<file path="src/rtl/muldiv_unit.sv">
// muldiv_unit: multi-cycle integer multiply/divide unit owning the HI/LO registers.
// Radix-2 shift-add multiply and restoring divide run on operand magnitudes; a
// single FIX cycle applies result signs before HI/LO are written.
//
// Handshake: start is sampled only while the FSM is in IDLE (busy=0, done=0) and
// op is 0-5; any other start is dropped, never queued. A multiply/divide raises
// busy from the next cycle and finishes with a one-cycle done pulse, in which
// hi/lo already hold the new result. MTHI/MTLO complete at the accepting edge
// with neither busy nor done.
module muldiv_unit #(
    parameter int WIDTH = 32
) (
    input  logic             clk,
    input  logic             reset,
    input  logic             start,
    input  logic [2:0]       op,
    input  logic [WIDTH-1:0] a,
    input  logic [WIDTH-1:0] b,
    output logic             busy,
    output logic             done,
    output logic             div_by_zero,
    output logic [WIDTH-1:0] hi,
    output logic [WIDTH-1:0] lo,
    output logic [2:0]       dbg_state
);

    typedef enum logic [2:0] {
        S_IDLE = 3'd0,
        S_MUL  = 3'd1,
        S_DIV  = 3'd2,
        S_FIX  = 3'd3,
        S_DONE = 3'd4
    } state_t;

    localparam int CW = (WIDTH > 1) ? $clog2(WIDTH) : 1;
    localparam logic [CW-1:0] LAST = CW'(WIDTH - 1);

    state_t state, next_state;

    logic [CW-1:0]        cnt;
    logic [2*WIDTH-1:0]   acc;      // mul: {partial, multiplier}; div: {remainder, quotient}
    logic [WIDTH-1:0]     opnd;     // multiplicand or divisor magnitude
    logic                 neg_q;    // negate product / quotient
    logic                 neg_r;    // negate remainder
    logic                 is_div;
    logic                 dz;       // divide by zero in flight; acc upper holds raw a

    logic                 is_mul_op, is_div_op, accept, is_signed, sign_a, sign_b, b_zero;
    logic [WIDTH-1:0]     mag_a, mag_b;

    logic [WIDTH:0]       mul_sum, div_shift, div_diff;
    logic [2*WIDTH-1:0]   mul_next, div_next, prod;
    logic [WIDTH-1:0]     quo, rem, fix_hi, fix_lo;

    assign is_mul_op = (op == 3'd0) || (op == 3'd1);
    assign is_div_op = (op == 3'd2) || (op == 3'd3);
    assign accept    = start && (state == S_IDLE) && (op <= 3'd5);
    assign is_signed = (op == 3'd0) || (op == 3'd2);
    assign sign_a    = is_signed && a[WIDTH-1];
    assign sign_b    = is_signed && b[WIDTH-1];
    assign mag_a     = sign_a ? (~a + 1'b1) : a;
    assign mag_b     = sign_b ? (~b + 1'b1) : b;
    assign b_zero    = (b == '0);

    // State register
    always_ff @(posedge clk or negedge reset) begin
        if (!reset) state <= S_IDLE;
        else        state <= next_state;
    end

    // Next-state logic; a zero divisor skips the iteration entirely
    always_comb begin
        next_state = state;
        case (state)
            S_IDLE: begin
                if (start && is_mul_op)      next_state = S_MUL;
                else if (start && is_div_op) next_state = b_zero ? S_FIX : S_DIV;
            end
            S_MUL:   if (cnt == LAST) next_state = S_FIX;
            S_DIV:   if (cnt == LAST) next_state = S_FIX;
            S_FIX:   next_state = S_DONE;
            S_DONE:  next_state = S_IDLE;
            default: next_state = S_IDLE;
        endcase
    end

    // Status outputs decoded from the state
    always_comb begin
        busy      = (state == S_MUL) || (state == S_DIV) || (state == S_FIX);
        done      = (state == S_DONE);
        dbg_state = state;
    end

    // One iteration step of each algorithm plus the sign-fixed final result
    always_comb begin
        mul_sum   = {1'b0, acc[2*WIDTH-1:WIDTH]} + (acc[0] ? {1'b0, opnd} : '0);
        mul_next  = {mul_sum, acc[WIDTH-1:1]};
        div_shift = {acc[2*WIDTH-1:WIDTH], acc[WIDTH-1]};
        div_diff  = div_shift - {1'b0, opnd};
        if (!div_diff[WIDTH]) div_next = {div_diff[WIDTH-1:0], acc[WIDTH-2:0], 1'b1};
        else                  div_next = {div_shift[WIDTH-1:0], acc[WIDTH-2:0], 1'b0};
        prod = neg_q ? (~acc + 1'b1) : acc;
        quo  = neg_q ? (~acc[WIDTH-1:0] + 1'b1) : acc[WIDTH-1:0];
        rem  = neg_r ? (~acc[2*WIDTH-1:WIDTH] + 1'b1) : acc[2*WIDTH-1:WIDTH];
        if (dz) begin
            fix_hi = acc[2*WIDTH-1:WIDTH];
            fix_lo = '1;
        end else if (is_div) begin
            fix_hi = rem;
            fix_lo = quo;
        end else begin
            fix_hi = prod[2*WIDTH-1:WIDTH];
            fix_lo = prod[WIDTH-1:0];
        end
    end

    // Datapath: operand capture, iteration, and HI/LO/flag writes
    always_ff @(posedge clk or negedge reset) begin
        if (!reset) begin
            cnt         <= '0;
            acc         <= '0;
            opnd        <= '0;
            neg_q       <= 1'b0;
            neg_r       <= 1'b0;
            is_div      <= 1'b0;
            dz          <= 1'b0;
            hi          <= '0;
            lo          <= '0;
            div_by_zero <= 1'b0;
        end else begin
            case (state)
                S_IDLE: begin
                    if (accept) begin
                        div_by_zero <= 1'b0;
                        cnt         <= '0;
                        if (op == 3'd4) hi <= a;
                        if (op == 3'd5) lo <= a;
                        if (is_mul_op) begin
                            opnd   <= mag_a;
                            acc    <= {{WIDTH{1'b0}}, mag_b};
                            neg_q  <= sign_a ^ sign_b;
                            neg_r  <= 1'b0;
                            is_div <= 1'b0;
                            dz     <= 1'b0;
                        end
                        if (is_div_op) begin
                            opnd   <= mag_b;
                            acc    <= b_zero ? {a, {WIDTH{1'b0}}} : {{WIDTH{1'b0}}, mag_a};
                            neg_q  <= sign_a ^ sign_b;
                            neg_r  <= sign_a;
                            is_div <= 1'b1;
                            dz     <= b_zero;
                        end
                    end
                end
                S_MUL: begin
                    acc <= mul_next;
                    cnt <= cnt + CW'(1);
                end
                S_DIV: begin
                    acc <= div_next;
                    cnt <= cnt + CW'(1);
                end
                S_FIX: begin
                    hi          <= fix_hi;
                    lo          <= fix_lo;
                    div_by_zero <= dz;
                end
                default: ;
            endcase
        end
    end

endmodule

</file>
<file path="config.mk">
export PLATFORM = sky130hd
export DESIGN_NAME = muldiv_unit
export DESIGN_NICKNAME = d
export VERILOG_FILES = /design/src/rtl/muldiv_unit.sv
export SDC_FILE = /design/constraint.sdc
export NUM_CORES = 1
export LEC_CHECK = 0
export ABC_AREA = 0
export BUFFER_PORTS_ARGS = -buffer_cell sky130_fd_sc_hd__clkbuf_2
export CORE_AREA = 3 3 198 200
export DETAILED_ROUTE_END_ITERATION = 10
export DIE_AREA = 0 0 201 203
export SETUP_SLACK_MARGIN = 0.5
export SYNTH_ARGS = -nofsm -noshare
export SYNTH_HDL_FRONTEND = slang
export SYNTH_SLANG_ARGS = --single-unit
</file>
<file path="constraint.sdc">
create_clock -name clk -period 4.15 [get_ports clk]
set_input_delay 0.2075 -clock clk [delete_from_list [all_inputs] [get_ports clk]]
set_output_delay 0.2075 -clock clk [all_outputs]
set_load 0.01 [all_outputs]
</file>
Yosys cells after proc, flatten, opt, wreduce, memory -nomap -nowiden:

Cells that the tools add are included.

* add/subtract/negate cells: 8
* order comparisons: 1
* equal/unequal tests: 16
* multiplexer cells: 39
* bitwise operators: 6
* reductions and logical operators: 26

Operator list (number)
* two-way mux 32 bit: 15
* two-way mux 64 bit: 6
* case mux 64 bit (3 select lines): 1
* adder 32 x 1 -> 32 bit, second input constant: 4
* NOT 32 bit: 4
* case mux 32 bit (2 select lines): 2
* adder 64 x 1 -> 64 bit, second input constant: 1
* NOT 64 bit: 1
* adder 32 x 32 -> 33 bit: 1
* subtractor 33 x 32 -> 33 bit: 1
* logical NOT 32 bit: 1
* == test 3 x 2 -> 1 bit, second input constant: 4
* AND reduction 3 bit: 4
* case mux 5 bit (2 select lines): 1
* == test 3 bit, second input constant: 3
* two-way mux 3 bit: 3
* case mux 3 bit (3 select lines): 1
* two-way mux 1 bit: 8
* == test 3 x 1 -> 1 bit, second input constant: 2
* logical AND 1 bit: 6
* logical NOT 3 bit: 2
* inequality test 2 x 1 -> 1 bit, second input constant: 3
* AND reduction 2 bit: 3
* nonzero test 2 bit: 3
* other kinds (12): 16

* register bits after elaboration: 173
* input bits: 70
* output and inout port bits: 70
* logic and storage cells: 107

Depth between registers and ports, before layout:

* word-level depth: 8
* depth in mapped cells: 14
* gate-level depth less buffers: 12

Worst setup path after synthesis:

OpenSTA, ideal clock, no wires.

* kind: register to register
* start: register acc[31]
* end: register acc[45]
* setup time: 0.132 ns
* arrival time: 3.431 ns
* required time: 4.018 ns
* slack: 0.586 ns
* stages on the path, launching flop included: 14
* path buffers: 1
* period minus slack after synthesis: 3.564 ns
* cell sequence: dfrtp_1 inv_1 ha_1 fa_1 nand2b_1 a21o_1 o21a_1 o21ai_1 a31oi_1 o311ai_2 buf_4 mux2_2 a222oi_1 o21ai_1

* cells in the longest elaborated chain, start to end: 3

Ends and longest elaborated chain
* from (decl): RTL line 41 `logic [2*WIDTH-1:0] acc;`
* from (signal assigned): RTL line 140 `acc <= {{WIDTH{1'b0}}, mag_b};`
* from (signal assigned): RTL line 148 `acc <= b_zero ? {a, {WIDTH{1'b0}}} : {{WIDTH{1'b0}}, mag_a};`
* from (signal assigned): RTL line 157 `acc <= mul_next;`
* subtractor 33 x 32 -> 33 bit: RTL line 99 `div_diff = div_shift - {1'b0, opnd};`
* two-way mux 64 bit: RTL line 100 `if (!div_diff[WIDTH]) div_next = {div_diff[WIDTH-1:0], acc[WIDTH-2:0], 1'b1};`
* case mux 64 bit (3 select lines): RTL line 131 `case (state)`

Every way passes these cells.
A chain may end at the register's enable or synchronous reset.

Worst setup path in the final report:

* start: register acc[31]
* end: register acc[42]

Same word-level chain as after synthesis.

==> flow_metrics.tcl <==
set metrics [dict create \
    reg2reg_slack_ns 0.64 \
    synth_nets 2126 \
    hp-start "a[3]" \
    core_area_um2 37580 \
    p_leak_nw 7.436 \
    ys_ff_latch 173 \
    drv_cap 0 \
    start_util_pct 40.76 \
    postSynthAreaPerCell_um2 7.720 \
    num-nets-final 2200 \
    final_hold_viol_count 0 \
    tightest_slew_ns 1.021 \
    reg2reg_from "acc[31]" \
    ys_types 90 \
    fmaxAchievable_ghz 0.2845 \
    grt_pass1_wl_mm 91.94 \
    wl_mm 60.59 \
    gr-usage-all-layers_pct 28.85 \
    min_period_over_period_pct 84.70 \
    maxSlewViolCount 0 \
    crit_path_end_kind "flop" \
    dieArea_um2 40800 \
    clock_latency_ns 0.47 \
    slowest_delay_ns 0.39 \
    cts-root-buf "clkbuf_16" \
    peakVddDrop_mv 0.4244 \
    first_iter_violations 2059 \
    min_path_cells 3 \
    hpwl_mm 44.74 \
    critPathBufInv 4 \
    area_growth_pct 12.89 \
    rsz0062_at_grt "true" \
    io_pins 140 \
    hold_path.class "in2reg" \
    syn_inst 1984 \
    die_h_um 203 \
    synth_top_flop_cell "dfrtp_1" \
    relSlewSlack_pct 31.91 \
    clkSlewWorstSetupHoldPaths_ns 0.09 \
    cts_buffer_depth 2 \
    synth_compound_area_share_pct 29.62 \
    muxShareOfSynthArea_pct 1.969 \
    ys_seq_area_share_pct 28.26 \
    crit_family "compound AO/OA/AOI/OAI gates" \
    dr.pass1.iters 6 \
    post_drt_wl_per_cell_um 23.48 \
    holdWs_ns 0.1252 \
    dieWidth_um 201 \
    worst-setup-path-type "reg2reg" \
    synth_top_family_by_area "compound AO/OA/AOI/OAI gates" \
    rr_worst_depth 15 \
    synth-xor-area-share_pct 9.263 \
    clock_sinks 173 \
    grt_max_degree 104 \
    synth_adder_area_share_pct 5.979 \
    power_density_nw_per_um2 898.4 \
    critical_path.slowest_cell "fa_2" \
    synth_edf_count 0 \
    antenna_found_initial 0 \
    ant_nets 0 \
    grt_pass1_vias 15270 \
    path_cells "inv_1 -> ha_2 -> fa_2 -> nand2b_1 -> a21o_1 -> o21a_1 -> o21ai_2 -> buf_6 -> a31oi_2 -> o311ai_4 -> buf_4 -> clkbuf_16 -> mux2_2 -> a222oi_1 -> o21ai_1" \
    cts-buffers-inserted 17 \
    synthArstFlopShare_pct 100.0 \
    viasPerCell 6.278 \
    place.port_buffers 139 \
    cts_tree "yes" \
    final_common_cell "nand2_1" \
    h-tree-depth 4 \
    diodes 0 \
    holdPathEnd "hi[3]" \
    finalSetupViolations 0 \
    r2r_end "acc[42]" \
    via_count 16200 \
    gr-total-overflow 0 \
    row_count 71 \
    drive_gt1_share_pct 14.54 \
    status "finished, final reports clean" \
    layout_common_cells "nand2_1, nor2_1, dfrtp_1, a21oi_1, clkbuf_2" \
    fin_skew_ns 0.02165 \
    yosysWarningCount 0 \
    arrival_ns 3.84 \
    period_minus_slack_ns 3.515 \
    route.detailed.drc 0 \
    tns_ns 0 \
    path_max_fanout 9 \
    start_kind "flop" \
    netlist_area_um2 15320 \
    place_congestion 0.9718 \
    cp.required_ns 4.47 \
    synth-simple-area-share_pct 19.24 \
]
## tightest hold or removal path, stage by stage
cell      delay, ns
clkbuf_2       0.17
nand2_1        0.09
a31oi_1        0.07
## worst max path at each step
| stage | slack (ns) | endpoint | cells after the start | start |
|---|---|---|---|---|
| finish | 0.64 | acc[42] | 15 | acc[31] |
| global route | 0.48 | acc[36] | 15 | acc[31] |
| CTS | 0.51 | acc[41] | 14 | acc[31] |
| detailed placement | 0.47 | acc[62] | 13 | acc[32] |
| global placement | 0.51 | acc[0] | 13 | acc[32] |
| floorplan | 0.59 | acc[45] | 13 | acc[31] |
## cell families after synthesis
group,count (synthesis)
AOI/OAI and AO/OA,700
xor gates and xnor gates,162
adders and majority gates,72
buffers and inverters,218
DFF,173
muxes,28
and+or+nand+nor,631
## cells in the mapped netlist (all sizes together), types with 11 or more instances
cell    instances  area [um^2]
a211oi         34        255.2
a21o           29        217.7
a21oi         163        815.8
a221oi         35        306.5
a222oi         11        110.1
a22oi          28        210.2
a31oi          37        231.5
and2           14        87.59
and3           17        106.4
buf            27        150.1
clkbuf        119        447.9
dfrtp         173         4329
ha             70        875.8
inv            72        270.3
mux2           17        191.4
mux2i          11        110.1
nand2         203        764.5
nand2b         15        93.84
nand3          41        205.2
nand4          12        75.07
nor2          197        739.5
nor2b          11        68.82
nor3           41        215.2
nor4           15        115.1
o211ai         22        165.2
o21a           18        135.1
o21ai         162        810.8
o22ai          55        344.1
o31ai          27        202.7
o41ai          13        128.9
or3            22        137.6
or4            11        90.08
xnor2         100        875.8
xor2           62        543.0
## per-stage QoR
stage / instances / total power [mW] / setup slack (ns) / utilization [%] / instance area (um^2)
detailed placement: 2541 / 13.24 / 0.4656 / 44.01 / 16540
CTS: 2575 / 15.12 / 0.5099 / 45.67 / 17160
finish: 2581 / 15.54 / 0.6350 / 46.02 / 17290
floorplan: 1984 / 10.24 / 0.5864 / - / 15320
global placement: 2541 / 13.12 / 0.5090 / 44.01 / 16540
global route: 2581 / 16.60 / 0.4849 / 46.02 / 17290
## registers in the layout, indices dropped and copies added (netlist names), 3 cells and up
name and count:
cnt 5, hi 32, lo 32, opnd 32, dbg_state 3, acc 64
## cell type report
| class | count | area (um^2) |
|---|---|---|
| flip-flops and latches | 173 | 4333 |
| clock buffers | 18 | 429.2 |
| well taps | 511 | 639.4 |
| repair buffers | 201 | 1244 |
| multi-input cells | 1593 | 10230 |
| inverters | 72 | 270.3 |
| fillers | 3823 | 20290 |
| clock inverters | 13 | 142.6 |
## metal layers
| layer | up-vias | track usage [%] | wire (um) |
|---|---|---|---|
| met2 | 830 | 43.18 | 26180 |
| li1 | 7422 | - | - |
| met1 | 7817 | 40.42 | 26140 |
| met3 | 134 | 5.179 | 5336 |
| met4 | 0 | 13.45 | 2931 |
| met5 | - | 0 | 0 |
## power by group
| group | switching, mW | leakage, nW | internal, mW |
|---|---|---|---|
| Sequential | 0.931 | 2.08 | 2.50 |
| Clock | 0.798 | 0.270 | 0.890 |
| Combinational | 6.24 | 5.09 | 4.17 |
## what timing repair did
item / 4_1_cts / 5_1_grt
cloned: 1 / 1
buffers inserted: 1 / 5
hold buffers: 1 / 0
endpoints found under the hold margin: 100 / 0
endpoints found under the setup margin: 9 / 28
pin swaps: 1 / 8
gates resized for setup: 2 / 20
No activity file was read; power rests on OpenSTA's default activity.
